[src/rtl/uart_tx_scheduler.sv]
// -----------------------------------------------------------------------------
// uart_tx_scheduler
//
// Moves bytes from two requesters into a show-ahead TX FIFO and hands them, one
// at a time, to a UART transmitter.
//
// Write side (combinational): a round-robin arbiter picks between req0 (CPU
// store path) and req1 (debug/monitor path). The grant is suppressed while the
// FIFO is full, while flush is asserted or while reset is asserted. The ack of
// the granted requester is the FIFO write strobe.
//
// Read side (FSM): IDLE -> LOAD (pop head, capture byte) -> START (tx_start
// pulse, count byte) -> WAIT_BUSY (transmitter must raise tx_busy within 8
// cycles, else tx_error) -> WAIT_DONE (until tx_busy drops) -> IDLE.
//
// Ports
//   clock          system clock, rising edge
//   reset          asynchronous reset, active low
//   req0/data0/ack0  requester 0 handshake (req held until ack)
//   req1/data1/ack1  requester 1 handshake (req held until ack)
//   fifo_full      FIFO write-side full flag
//   fifo_write     FIFO push strobe
//   fifo_in_data   FIFO push data
//   fifo_empty     FIFO read-side empty flag
//   fifo_out_data  FIFO head byte (show-ahead)
//   fifo_read      FIFO pop strobe
//   fifo_clear     FIFO asynchronous clear (flush or reset)
//   flush          software flush, level
//   tx_data        byte presented to the transmitter
//   tx_start       one-cycle start pulse to the transmitter
//   tx_busy        transmitter busy
//   tx_count       bytes handed to the transmitter (wrapping)
//   tx_error       sticky: transmitter never acknowledged a start
// -----------------------------------------------------------------------------
module uart_tx_scheduler #(
    parameter int DATA_W = 8
) (
    input  logic              clock,
    input  logic              reset,
    input  logic              req0,
    input  logic [DATA_W-1:0] data0,
    output logic              ack0,
    input  logic              req1,
    input  logic [DATA_W-1:0] data1,
    output logic              ack1,
    input  logic              fifo_full,
    output logic              fifo_write,
    output logic [DATA_W-1:0] fifo_in_data,
    input  logic              fifo_empty,
    input  logic [DATA_W-1:0] fifo_out_data,
    output logic              fifo_read,
    output logic              fifo_clear,
    input  logic              flush,
    output logic [DATA_W-1:0] tx_data,
    output logic              tx_start,
    input  logic              tx_busy,
    output logic [15:0]       tx_count,
    output logic              tx_error
);

    typedef enum logic [2:0] {
        S_IDLE,
        S_LOAD,
        S_START,
        S_WAIT_BUSY,
        S_WAIT_DONE
    } state_t;

    state_t            state_q, state_d;
    logic [DATA_W-1:0] tx_data_q, tx_data_d;
    logic              tx_start_q, tx_start_d;
    logic              fifo_read_q, fifo_read_d;
    logic [15:0]       tx_count_q, tx_count_d;
    logic              tx_error_q, tx_error_d;
    logic [2:0]        timeout_q, timeout_d;
    logic              last_grant_q, last_grant_d;

    logic              grant1;
    logic              wr_ok;

    // ---------------------------------------------------------------------
    // Write side: round-robin arbitration, fully combinational.
    // last_grant_q holds the index of the requester granted most recently;
    // on a tie the other one wins. It resets to 1 so requester 0 wins the
    // first tie.
    // ---------------------------------------------------------------------
    always_comb begin
        grant1       = req1 & (~req0 | ~last_grant_q);
        wr_ok        = (req0 | req1) & ~fifo_full & ~flush & reset;
        last_grant_d = wr_ok ? grant1 : last_grant_q;
    end

    assign fifo_write   = wr_ok;
    assign ack0         = wr_ok & ~grant1;
    assign ack1         = wr_ok & grant1;
    assign fifo_in_data = grant1 ? data1 : data0;
    assign fifo_clear   = flush | ~reset;

    // ---------------------------------------------------------------------
    // Read side: next-state and registered-output logic.
    // fifo_read and tx_start are registered so they are high exactly while
    // the FSM sits in LOAD and START respectively.
    // ---------------------------------------------------------------------
    always_comb begin
        state_d     = state_q;
        tx_data_d   = tx_data_q;
        tx_start_d  = 1'b0;
        fifo_read_d = 1'b0;
        tx_count_d  = tx_count_q;
        tx_error_d  = tx_error_q;
        timeout_d   = timeout_q;

        case (state_q)
            S_IDLE: begin
                // Flush only gates leaving IDLE; a byte already in flight
                // runs to completion.
                if (~fifo_empty & ~tx_busy & ~flush) begin
                    state_d     = S_LOAD;
                    tx_data_d   = fifo_out_data;
                    fifo_read_d = 1'b1;
                end
            end
            S_LOAD: begin
                state_d    = S_START;
                tx_start_d = 1'b1;
                timeout_d  = 3'd0;
            end
            S_START: begin
                state_d    = S_WAIT_BUSY;
                tx_count_d = tx_count_q + 16'd1;
            end
            S_WAIT_BUSY: begin
                // timeout_q counts completed WAIT_BUSY cycles; the eighth
                // cycle without tx_busy gives up on this byte.
                if (tx_busy) begin
                    state_d = S_WAIT_DONE;
                end else if (timeout_q == 3'd7) begin
                    state_d    = S_IDLE;
                    tx_error_d = 1'b1;
                end else begin
                    timeout_d = timeout_q + 3'd1;
                end
            end
            S_WAIT_DONE: begin
                if (~tx_busy) begin
                    state_d = S_IDLE;
                end
            end
            default: begin
                state_d = S_IDLE;
            end
        endcase
    end

    always_ff @(posedge clock or negedge reset) begin
        if (!reset) begin
            state_q      <= S_IDLE;
            tx_data_q    <= '0;
            tx_start_q   <= 1'b0;
            fifo_read_q  <= 1'b0;
            tx_count_q   <= 16'h0000;
            tx_error_q   <= 1'b0;
            timeout_q    <= 3'd0;
            last_grant_q <= 1'b1;
        end else begin
            state_q      <= state_d;
            tx_data_q    <= tx_data_d;
            tx_start_q   <= tx_start_d;
            fifo_read_q  <= fifo_read_d;
            tx_count_q   <= tx_count_d;
            tx_error_q   <= tx_error_d;
            timeout_q    <= timeout_d;
            last_grant_q <= last_grant_d;
        end
    end

    assign tx_data   = tx_data_q;
    assign tx_start  = tx_start_q;
    assign fifo_read = fifo_read_q;
    assign tx_count  = tx_count_q;
    assign tx_error  = tx_error_q;

endmodule

[config.mk]
export PLATFORM = sky130hd
export DESIGN_NAME = uart_tx_scheduler
export DESIGN_NICKNAME = d
export VERILOG_FILES = /design/src/rtl/uart_tx_scheduler.sv
export SDC_FILE = /design/constraint.sdc
export NUM_CORES = 1
export LEC_CHECK = 0
export BUFFER_PORTS_ARGS = -buffer_cell sky130_fd_sc_hd__buf_2
export CAP_MARGIN = 20
export CORE_ASPECT_RATIO = 0.8
export CORE_MARGIN = 8
export CORE_UTILIZATION = 47
export DETAILED_ROUTE_END_ITERATION = 8
export GPL_TIMING_DRIVEN = 0
export PLACE_DENSITY = 0.79
export SYNTH_ARGS = -nofsm -noshare
export SYNTH_HDL_FRONTEND = slang
export SYNTH_SLANG_ARGS = --single-unit
[constraint.sdc]
create_clock -name clock -period 1.6 [get_ports clock]
set_input_delay 0 -clock clock [delete_from_list [all_inputs] [get_ports clock]]
set_output_delay 0 -clock clock [all_outputs]
set_load 0.05 [all_outputs]
==> flow_summary.html <==
<table>
<tr><th>Metric</th><th>Value</th></tr>
<tr><th colspan="2">Drt</th></tr>
<tr><td>Initial drt markers</td><td>32</td></tr>
<tr><td>Remaining number of nets flagged by the antenna check after routing</td><td>0</td></tr>
<tr><td>Via-to-Cell Ratio</td><td>5.00</td></tr>
<tr><td>Total wirelength of the detailed-routed design</td><td>4.02 mm</td></tr>
<tr><td>Vias after detailed routing</td><td>1,325</td></tr>
<tr><td>First-pass iteration count of the detailed router</td><td>4</td></tr>
<tr><td>Routed len/inst</td><td>15.2 um</td></tr>
<tr><td>DRC errors left</td><td>0</td></tr>
<tr><th colspan="2">STA</th></tr>
<tr><td>Normalized max-slew margin</td><td>0.777</td></tr>
<tr><td>Least-Margin Pin Slew</td><td>0.333 ns</td></tr>
<tr><td>Worst-case clock skew</td><td>0.00880 ns</td></tr>
<tr><td>Achievable clock frequency</td><td>667 MHz</td></tr>
<tr><td>Worst path setup slack after routing</td><td>0.101 ns</td></tr>
<tr><td>Setup TNS</td><td>0 ns</td></tr>
<tr><td>Count of final setup violators</td><td>0</td></tr>
<tr><td>Share of the clock period used by the worst path after layout</td><td>0.937</td></tr>
<tr><td>Unrepaired setup endpoints after global routing</td><td>no</td></tr>
<tr><td>Number of pins with negative max-slew slack in the final report</td><td>0</td></tr>
<tr><td>Clock period minus worst slack</td><td>1.50 ns</td></tr>
<tr><td>Final count of hold timing violations</td><td>0</td></tr>
<tr><th colspan="2">Placed design</th></tr>
<tr><td>Setup WS pre-CTS</td><td>0.0130 ns</td></tr>
<tr><td>Routability cong.</td><td>0.758</td></tr>
<tr><td>Quantity of I/O buffers inserted on ports</td><td>70</td></tr>
<tr><td>Dpl hpwl</td><td>2.92 mm</td></tr>
<tr><th colspan="2">Setup path</th></tr>
<tr><td>Critical R2R Launch</td><td>state_q[2]$_DFFE_PN0P_</td></tr>
<tr><td>Path depth of the worst reg2reg path</td><td>5</td></tr>
<tr><td>Worst Setup End Kind</td><td>primary output</td></tr>
<tr><td>Crit Reg-Reg Endpoint</td><td>tx_count[11]$_DFFE_PN0N_</td></tr>
<tr><td>Worst setup SP type</td><td>flip-flop</td></tr>
<tr><td>Classification of the worst setup path</td><td>flip-flop to primary output</td></tr>
<tr><td>FF-to-FF setup slack</td><td>0.10 ns</td></tr>
<tr><td>Crit path required time</td><td>1.60 ns</td></tr>
<tr><td>Data arrival time of the critical path</td><td>1.50 ns</td></tr>
<tr><td>Maximum fanout count along the critical path</td><td>5</td></tr>
<tr><th colspan="2">Run status</th></tr>
<tr><td>Outcome</td><td>complete, no violations</td></tr>
<tr><th colspan="2">Floorplanning</th></tr>
<tr><td>Die X</td><td>81.7 um</td></tr>
<tr><td>Die footprint</td><td>5600 um2</td></tr>
<tr><td>IO Count</td><td>71</td></tr>
<tr><td>Core footprint</td><td>3380 um2</td></tr>
<tr><td>Effective utilization at floorplan</td><td>0.481</td></tr>
<tr><td>Std-Cell Rows</td><td>19</td></tr>
<tr><td>Vertical die dimension</td><td>68.6 um</td></tr>
<tr><th colspan="2">Power</th></tr>
<tr><td>Pwr/cell area</td><td>1620 nW/um2</td></tr>
<tr><td>Worst voltage drop across the vdd grid</td><td>1.09 mV</td></tr>
<tr><td>Leakage dissipation</td><td>1.18 nW</td></tr>
<tr><th colspan="2">Global route</th></tr>
<tr><td>Remaining global-route overflow</td><td>0</td></tr>
<tr><td>Largest net degree at the start of global routing</td><td>36</td></tr>
<tr><td>Global-route met1 utilization</td><td>0.155</td></tr>
<tr><td>Via count of the first global-routing pass</td><td>1,353</td></tr>
<tr><td>GR met3 Demand/Resource</td><td>0.0920</td></tr>
<tr><td>Global-route layer with the greatest usage</td><td>met2</td></tr>
<tr><td>Overall global routing resource usage</td><td>0.142</td></tr>
<tr><td>First-pass GRT wire length</td><td>5.98 mm</td></tr>
<tr><td>Initial antenna violation count</td><td>0</td></tr>
<tr><td>GRT met2 Usage</td><td>0.221</td></tr>
<tr><th colspan="2">Cells and area</th></tr>
<tr><td>Count of antenna diodes in the layout</td><td>0</td></tr>
<tr><td>Area of the multi-input gates</td><td>778 um2</td></tr>
<tr><td>Syn-to-layout area delta</td><td>41.1%</td></tr>
<tr><td>Fill cell instance count of the final layout</td><td>262</td></tr>
<tr><td>Final net count</td><td>257</td></tr>
<tr><td>Reg area</td><td>857 um2</td></tr>
<tr><td>Ratio of cells with drive above 1 in the final layout</td><td>0.520</td></tr>
<tr><th colspan="2">Clocking</th></tr>
<tr><td>Longest Clk Path Bufs</td><td>2</td></tr>
<tr><td>TritonCTS clock tree</td><td>built</td></tr>
<tr><td>Clock Tree Root</td><td>sky130_fd_sc_hd__clkbuf_8</td></tr>
<tr><td>Number of sinks on the clock net</td><td>34</td></tr>
<tr><td>TritonCTS Buffers</td><td>5</td></tr>
<tr><td>Skew-Pair Late Insertion Delay</td><td>0.28 ns</td></tr>
<tr><td>Clock-pin transition on the worst setup and hold timing paths</td><td>0.07 ns</td></tr>
<tr><td>H-Tree Level Count</td><td>2</td></tr>
<tr><th colspan="2">Worst hold path</th></tr>
<tr><td>Min-Delay Endpoint</td><td>state_q[2]$_DFFE_PN0P_</td></tr>
<tr><td>Type of the worst min-delay path</td><td>input pin to flip-flop</td></tr>
<tr><td>Hold path start</td><td>tx_busy</td></tr>
<tr><td>Count of cells along the worst hold path</td><td>2</td></tr>
<tr><th colspan="2">Logic synthesis</th></tr>
<tr><td>Net Count, Synth</td><td>166</td></tr>
<tr><td>Post-synth design cell area</td><td>1620 um2</td></tr>
<tr><td>Ranking of synthesized cells by area</td><td>sky130_fd_sc_hd__dfrtp_1 (51%), sky130_fd_sc_hd__mux2_2 (12%), sky130_fd_sc_hd__xnor2_1 (6.5%), sky130_fd_sc_hd__nand2_1 (2.8%), sky130_fd_sc_hd__nand3_2 (2.5%)</td></tr>
<tr><td>Synthesized area per cell</td><td>12.4 um2</td></tr>
<tr><td>Share of Yosys cell area claimed by the top area cell type</td><td>0.508</td></tr>
<tr><td>Count of warnings emitted by yosys</td><td>0</td></tr>
<tr><td>Count of distinct cell types in the synthesized netlist</td><td>36</td></tr>
<tr><td>#FFs+latches synth</td><td>34</td></tr>
<tr><td>Number of instances in the synthesized netlist</td><td>131</td></tr>
<tr><td>Largest area contributor in the netlist</td><td>sky130_fd_sc_hd__dfrtp_1</td></tr>
<tr><td>Sequential share of the synthesized area</td><td>0.525</td></tr>
<tr><th colspan="2">Run</th></tr>
<tr><td>Number of max-capacitance violations reported</td><td>0</td></tr>
</table>
area by class of cell:
class                   instances  share of cell area
plain buffers                   4              0.0126
clock buffers                   8              0.0349
inverters                       2             0.00328
multi-input cells              92               0.340
well taps                      42              0.0229
repair buffers                 83               0.213
flip-flops and latches         34               0.374
power breakdown:
group / switching [mW] / internal (mW)
logic: 1.19 / 0.571
clock network: 0.276 / 0.308
registers: 0.229 / 1.14
total: 1.70 / 2.02
worst max-delay path, cell delays in order, from the launching register on:
cell and delay (ns):
sky130_fd_sc_hd__dfstp_2 0.41, sky130_fd_sc_hd__a21boi_4 0.25, sky130_fd_sc_hd__mux2_2 0.36, sky130_fd_sc_hd__buf_2 0.21
timing repair:
item | 4_1_cts | 5_1_grt
gates resized for setup | 1 | 4
pin swaps | 1 | 2
hold buffers | 9 | 2
hold endpoints to repair | 42 | 33
gates cloned | 0 | 1
setup endpoints to repair | 8 | 20
buffers inserted | 0 | 2
cell usage in the layout, fill, tap and decap left out, drive strengths merged:
cell,count
dlygate4sd3,10
mux2,17
o21a,1
nor2,7
a21boi,3
o21bai,1
dfstp,1
or3b,1
nand2b,1
and4,3
nor4,1
nand3,7
and3,4
o21ai,2
clkbuf,9
a31oi,1
mux2i,1
nand4,3
xor2,2
nand2,12
and2,1
nand3b,1
nor3b,1
a41o,1
xnor2,13
buf,76
dfrtp,33
inv,2
a21oi,2
ha,3
nor3,2
nor2b,1
how the worst max path moves through the flow:
stage,cells past startpoint,endpoint,from,slack [ns]
after floorplan,5,tx_count[11]$_DFFE_PN0N_,tx_count[3]$_DFFE_PN0N_,0.03
after global placement,6,ack0,reset,0.01
after detailed placement,4,timeout_q[1]$_DFFE_PN0P_,timeout_q[0]$_DFFE_PN0P_,0.01
after CTS,6,ack0,reset,0.006
after global routing,5,tx_count[10]$_DFFE_PN0N_,state_q[2]$_DFFE_PN0P_,0.02
final,3,fifo_in_data[4],last_grant_q$_DFFE_PN1P_,0.10
per-stage QoR:
stage / instances / utilization / hold WS (ns) / power, mW / instance area [um2]
2_1_floorplan: 131 / - / -0.296 / 2.64 / 1640
3_3_place_gp: 243 / 0.604 / 0.115 / 3.01 / 2040
6_report: 265 / 0.679 / 0.0308 / 3.72 / 2290
4_1_cts: 260 / 0.656 / -0.198 / 3.69 / 2220
3_5_place_dp: 243 / 0.604 / 0.114 / 3.06 / 2040
5_1_grt: 265 / 0.679 / 0.0208 / 3.95 / 2290
sequential cells by signal, indices dropped and copies added, names as in the netlist:
name	count
tx_count	16
tx_error	1
fifo_read	1
tx_data	8
state_q	3
last_grant_q	1
tx_start	1
timeout_q	3
routing by layer:
layer,vias up,wire length (um),share of wire
met4,0,44,0.011
met3,6,460,0.11
met2,57,1870,0.46
met1,621,1650,0.41
li1,641,-,-
met5,-,0,0
cell usage after synthesis:
master,number
sky130_fd_sc_hd__nor4_2,1
sky130_fd_sc_hd__xor2_1,2
sky130_fd_sc_hd__o21bai_1,1
sky130_fd_sc_hd__mux2i_1,1
sky130_fd_sc_hd__nand2_1,12
sky130_fd_sc_hd__or3b_2,1
sky130_fd_sc_hd__and3_1,4
sky130_fd_sc_hd__a21oi_1,2
sky130_fd_sc_hd__nor2b_1,1
sky130_fd_sc_hd__nand4_1,2
sky130_fd_sc_hd__dfrtp_1,33
sky130_fd_sc_hd__nand3_1,3
sky130_fd_sc_hd__a21boi_2,1
sky130_fd_sc_hd__nor2_1,7
sky130_fd_sc_hd__o21a_1,1
sky130_fd_sc_hd__and4_1,3
sky130_fd_sc_hd__mux2_2,17
sky130_fd_sc_hd__inv_1,2
sky130_fd_sc_hd__buf_4,1
sky130_fd_sc_hd__xnor2_1,12
sky130_fd_sc_hd__and2_1,1
sky130_fd_sc_hd__buf_2,2
sky130_fd_sc_hd__ha_1,3
sky130_fd_sc_hd__xnor2_2,1
sky130_fd_sc_hd__nand4_4,1
sky130_fd_sc_hd__nor3_1,2
sky130_fd_sc_hd__nand3_2,4
sky130_fd_sc_hd__dfstp_2,1
sky130_fd_sc_hd__a31oi_1,1
sky130_fd_sc_hd__nand2b_1,1
sky130_fd_sc_hd__nor3b_4,1
sky130_fd_sc_hd__o21ai_0,2
sky130_fd_sc_hd__a41o_1,1
sky130_fd_sc_hd__buf_6,1
sky130_fd_sc_hd__a21boi_0,1
sky130_fd_sc_hd__nand3b_1,1
cell families (layout without fill, tap and decap cells):
logic type | Yosys count | in the layout | synth area share
simple gates | 45 | 45 | 0.177
flops | 34 | 34 | 0.525
fa+ha+maj | 3 | 3 | 0.0231
mux | 18 | 18 | 0.124
xor+xnor | 15 | 15 | 0.0855
buf+inv | 6 | 97 | 0.0223
compound gates | 10 | 11 | 0.0432
Power figures use the tool's default switching activity.
